File: src/rtl/ff_mon_pkg.sv
`default_nettype none
// ============================================================================
// ff_mon_pkg : shared record type, default widths and pointer-width helper
// Revision   : 1.0
// ============================================================================
package ff_mon_pkg;

    localparam int DEF_DATA_W  = 32;
    localparam int DEF_STAMP_W = 32;
    localparam int DEF_DEPTH   = 4;
    localparam int DEF_DROP_W  = 8;

    // Default-width view of one tagged change record.
    typedef struct packed {
        logic [DEF_DATA_W-1:0]  data;
        logic [DEF_STAMP_W-1:0] stamp;
    } mon_rec_t;

    // One extra wrap bit beyond the index lets full and empty be told apart.
    function automatic int ptr_w(input int depth);
        return $clog2(depth) + 1;
    endfunction

endpackage
`default_nettype wire

File: src/rtl/ff_mon_fifo.sv
`default_nettype none
// ============================================================================
// ff_mon_fifo : DEPTH-entry synchronous FIFO, registered pointers, no bypass
// Revision    : 1.0
// ============================================================================
module ff_mon_fifo
    import ff_mon_pkg::*;
#(
    parameter int WIDTH = DEF_DATA_W + DEF_STAMP_W,
    parameter int DEPTH = DEF_DEPTH
) (
    input  logic                     clk,
    input  logic                     rst_n,
    input  logic                     push,
    input  logic [WIDTH-1:0]         push_data,
    input  logic                     pop,
    output logic [WIDTH-1:0]         pop_data,
    output logic                     full,
    output logic                     empty,
    output logic [$clog2(DEPTH):0]   level
);

    localparam int PW = ptr_w(DEPTH);
    localparam int AW = PW - 1;

    logic [WIDTH-1:0] mem [DEPTH];
    logic [PW-1:0]    wr_ptr;
    logic [PW-1:0]    rd_ptr;
    logic             do_push;
    logic             do_pop;

    assign empty = (wr_ptr == rd_ptr);
    assign full  = (wr_ptr[PW-1] != rd_ptr[PW-1]) &&
                   (wr_ptr[AW-1:0] == rd_ptr[AW-1:0]);
    assign level = wr_ptr - rd_ptr;

    // A pop frees the slot in the same edge, so push while full is legal then.
    assign do_pop  = pop && !empty;
    assign do_push = push && (!full || do_pop);

    always_ff @(posedge clk or negedge rst_n) begin
        if (!rst_n) begin
            wr_ptr <= '0;
            rd_ptr <= '0;
        end else begin
            if (do_push) wr_ptr <= wr_ptr + PW'(1);
            if (do_pop)  rd_ptr <= rd_ptr + PW'(1);
        end
    end

    always_ff @(posedge clk) begin
        if (do_push) mem[wr_ptr[AW-1:0]] <= push_data;
    end

    // Storage is not reset, so the head is masked to zero while empty.
    assign pop_data = empty ? '0 : mem[rd_ptr[AW-1:0]];

endmodule
`default_nettype wire

File: src/rtl/ff_change_monitor.sv
`default_nettype none
// ============================================================================
// ff_change_monitor : stamps each change of q_in and streams it via valid/ready
// Revision          : 1.0
// ============================================================================
module ff_change_monitor
    import ff_mon_pkg::*;
#(
    parameter int DATA_W  = DEF_DATA_W,
    parameter int STAMP_W = DEF_STAMP_W,
    parameter int DEPTH   = DEF_DEPTH,
    parameter int DROP_W  = DEF_DROP_W
) (
    input  logic                     clk,
    input  logic                     rst_n,
    input  logic [DATA_W-1:0]        q_in,
    input  logic                     clear,
    output logic                     out_valid,
    input  logic                     out_ready,
    output logic [DATA_W-1:0]        out_data,
    output logic [STAMP_W-1:0]       out_stamp,
    output logic [DROP_W-1:0]        drop_cnt,
    output logic                     overflow,
    output logic [$clog2(DEPTH):0]   level
);

    typedef struct packed {
        logic [DATA_W-1:0]  data;
        logic [STAMP_W-1:0] stamp;
    } rec_t;

    logic [DATA_W-1:0]  prev_q;
    logic [STAMP_W-1:0] stamp;
    rec_t               push_rec;
    rec_t               head_rec;
    logic               change;
    logic               full;
    logic               empty;
    logic               pop;
    logic               drop;

    assign change   = (q_in != prev_q);
    assign push_rec = '{data: q_in, stamp: stamp};
    assign pop      = !empty && out_ready;
    assign drop     = change && full && !pop;

    // prev_q resets to the upstream register's reset value: no spurious record.
    always_ff @(posedge clk or negedge rst_n) begin
        if (!rst_n) begin
            prev_q <= '0;
            stamp  <= '0;
        end else begin
            prev_q <= q_in;
            stamp  <= stamp + STAMP_W'(1);
        end
    end

    always_ff @(posedge clk or negedge rst_n) begin
        if (!rst_n) begin
            drop_cnt <= '0;
            overflow <= 1'b0;
        end else if (clear) begin
            drop_cnt <= '0;
            overflow <= 1'b0;
        end else if (drop) begin
            if (drop_cnt != '1) drop_cnt <= drop_cnt + DROP_W'(1);
            overflow <= 1'b1;
        end
    end

    ff_mon_fifo #(
        .WIDTH ($bits(rec_t)),
        .DEPTH (DEPTH)
    ) u_fifo (
        .clk       (clk),
        .rst_n     (rst_n),
        .push      (change),
        .push_data (push_rec),
        .pop       (pop),
        .pop_data  (head_rec),
        .full      (full),
        .empty     (empty),
        .level     (level)
    );

    assign out_valid = !empty;
    assign out_data  = head_rec.data;
    assign out_stamp = head_rec.stamp;

endmodule
`default_nettype wire

File: config.mk
export PLATFORM = sky130hd
export DESIGN_NAME = ff_change_monitor
export DESIGN_NICKNAME = d
export VERILOG_FILES = /design/src/rtl/ff_mon_pkg.sv /design/src/rtl/ff_mon_fifo.sv /design/src/rtl/ff_change_monitor.sv
export SDC_FILE = /design/constraint.sdc
export NUM_CORES = 1
export LEC_CHECK = 0
export CAP_MARGIN = 20
export CORE_ASPECT_RATIO = 0.6
export CORE_MARGIN = 5
export CORE_UTILIZATION = 50
export CTS_CLUSTER_DIAMETER = 100
export DETAILED_ROUTE_END_ITERATION = 7
export HOLD_SLACK_MARGIN = 0.1
export PLACE_DENSITY = 0.78
export SYNTH_ARGS = -nofsm -noshare
export SYNTH_HDL_FRONTEND = slang
export SYNTH_SLANG_ARGS = --single-unit
File: constraint.sdc
create_clock -name clk -period 6.97 [get_ports clk]
set_input_delay 2.091 -clock clk [delete_from_list [all_inputs] [get_ports clk]]
set_output_delay 2.091 -clock clk [all_outputs]
set_load 0.05 [all_outputs]
==> metrics.md <==
| Metric | Value |
|---|---|
| Final net count | `854` |
| Unrepaired setup endpoints after global routing | `no` |
| Clock-pin slew on the worst setup and hold paths | `70 ps` |
| Max Fanout on Critical Path | `31` |
| Endpoint class of the critical path | `output port` |
| Number of routed nets with antenna violations | `0` |
| Buffer cell driving the clock tree root | `clkbuf_16` |
| Clock Tree Buf Depth | `3` |
| Avg Cell Area, Syn | `19.1 µm²` |
| Max_cap viols | `0` |
| TritonRoute pass-1 iters | `5` |
| Achievable frequency | `0.180 GHz` |
| Starting utilization of the core area | `51.2%` |
| Final setup skew | `21.0 ps` |
| Wirelength per Cell | `21.0 µm` |
| Starting DRT DRC Count | `447` |
| Syn. warnings | `0` |
| Type of the tightest min-delay check | `flip-flop to flip-flop` |
| Area fraction of the dominant cell type after synthesis | `59.0%` |
| Count of endpoints failing hold in the final timing report | `0` |
| Endpoint arrival time on the critical path | `3460 ps` |
| Worst-margin pin slew | `1020 ps` |
| Number of buffers added for setup after CTS | `0` |
| Area of the multi-input gates | `0.00326 mm²` |
| Vias in the first global route | `6710` |
| Insertion delay of the later-clocked pin in the worst-skew pair | `550 ps` |
| Number of fill cells in the layout | `1841` |
| Number of buffers created by CTS | `30` |
| Total die area | `0.0295 mm²` |
| Minimum period implied by the final worst setup slack | `5550 ps` |
| Total negative setup slack | `0 ps` |
| Detailed placement HPWL | `14800 µm` |
| Number of buffers inserted by port buffering | `112` |
| Detail-routed via count per cell | `5.37` |
| Flip-flop cell with the highest count after synthesis | `edfxtp_1` |
| List of most frequent post-synthesis cells | `edfxtp_1, dfrtp_1, and2_1` |
| Final estimated routing congestion in global placement | `0.794` |
| Placement Rows | `45` |
| Flops & latches, synth | `335` |
| Maximum number of pins on one net before global-route repair | `66` |
| Worst Path Class, Setup | `flip-flop to output port` |
| Cell Count Post-Placement | `1128` |
| Die Span X | `218 µm` |
| Grt ovf | `0` |
| Fin crit share | `79.7%` |
| Antenna diode count | `0` |
| Core utilization of the finished layout | `61.2%` |
| Crit start category | `flip-flop` |
| Die Span Y | `135 µm` |
| Placement-stage worst setup slack | `1790 ps` |
| Final cell count without fillers | `1184` |
| Share of final-layout standard cells stronger than drive strength 1 | `16.3%` |
| Clock sink count | `335` |
| Layout Area Growth over Synthesis | `19.6%` |
| Worst rel slew slack | `32.1%` |
| Number of unique standard cell types used by synthesis | `37` |
| # DRC | `0` |
| TritonCTS clock tree | `done` |
| First-pass GRT wire length | `39300 µm` |
| Top cells by area in the synthesized netlist | `edfxtp_1, dfrtp_1, mux4_2` |
| Antenna violations before repair | `1` |
| Number of enable-type register cells in the synthesized netlist | `256` |
| Smallest setup slack after layout | `1420 ps` |
| Biggest area consumer among synthesized cells | `edfxtp_1` |
| Nets in the synthesized netlist | `728` |
| Post-Syn Area | `0.0130 mm²` |
| Overall routing resource usage | `17.1%` |
| Sequential standard cell area | `0.00967 mm²` |
| Fraction of registers with async set/reset | `23.6%` |
| Gate count of the mapped netlist | `682` |
| I/O pins | `113` |
| Core footprint | `0.0254 mm²` |
| Slew Viols, Final | `0` |
| Endpoints failing setup | `0` |
| Wire length after detailed routing | `24800 µm` |
| CTS H-tree lvls | `1` |
| Most used standard cell by instance count after synthesis | `edfxtp_1` |
| Number of buffers added to fix hold violations after cts | `0` |
| Run status | `completed` |
| Critical path data required time | `4880 ps` |
| Via count of the routed design | `6355` |
| Proportion of synthesized chip area in sequential cells | `74.2%` |
| Resize count post-CTS | `0` |
## path summary, 6_finish.rpt
kind / startpoint / slack (ps) / endpoint / cells after the start
setup / recovery: u_fifo.rd_ptr[0] / 1420 / out_data[27] / 4
hold / removal: u_fifo.wr_ptr[2] / 500 / u_fifo.wr_ptr[2] / 1
setup reg to reg: u_fifo.rd_ptr[1] / 3930 / u_fifo.mem[1][48] / 6
hold reg to reg: u_fifo.wr_ptr[2] / 500 / u_fifo.wr_ptr[2] / 1
max in group asynchronous: rst_n / 4410 / u_fifo.rd_ptr[0] / 2
min in group asynchronous: rst_n / 1500 / drop_cnt[6] / 1
## state kept, by name, indices dropped and copies added (netlist names)
name	flops
u_fifo.wr_ptr	3
overflow	1
drop_cnt	8
stamp	32
u_fifo.rd_ptr	3
prev_q	32
u_fifo.mem	256
## final cells by class
class / count / share of cell area [%]
inverters: 7 / 0.169
multi-input cells: 315 / 20.9
clock inverters: 5 / 0.482
flip-flops and latches: 335 / 62.1
well taps: 352 / 2.83
clock buffers: 51 / 6.05
repair buffers: 119 / 7.52
## worst max-delay path, stage by stage, from the launching register on
cell	delay [ps]
dfrtp_4	850
buf_4	570
mux4_2	560
and2_1	210
clkdlybuf4s50_1	720
## cell usage in the layout (no fill, tap or decap), drive strengths merged, types with 18 or more instances in the layout
| cell | instances |
|---|---|
| clkbuf | 51 |
| xor2 | 39 |
| edfxtp | 256 |
| dfrtp | 79 |
| and2 | 69 |
| nand3 | 18 |
| xnor2 | 29 |
| mux4 | 64 |
| clkdlybuf4s50 | 111 |
## stage by stage
stage          hold slack (ps)  cell area, µm²
2_1_floorplan              462           13000
3_3_place_gp               484           14600
3_5_place_dp               490           14600
4_1_cts                    499           15600
5_1_grt                    524           15600
6_report                   501           15600
## cell families after synthesis
group                      synth area share (%)
muxes                                      11.7
adders and majority gates                  1.02
and+or+nand+nor                            7.24
AOI/OAI and AO/OA                         0.230
xor gates and xnor gates                   4.57
buffers and inverters                      1.04
DFF                                        74.2
## per-layer routing
layer	global-route usage (%)	part of all wire, %	vias up	wire [µm]
met5	0	0.028	-	7
met4	2.89	1.1	2	278
met3	3.18	5.1	27	1260
met2	25.6	45	148	11100
met1	27.0	49	3312	12200
li1	-	-	2866	-
Power is not shown: default switching activity piles up to over one toggle a cycle in this logic, so the estimate is an artifact.
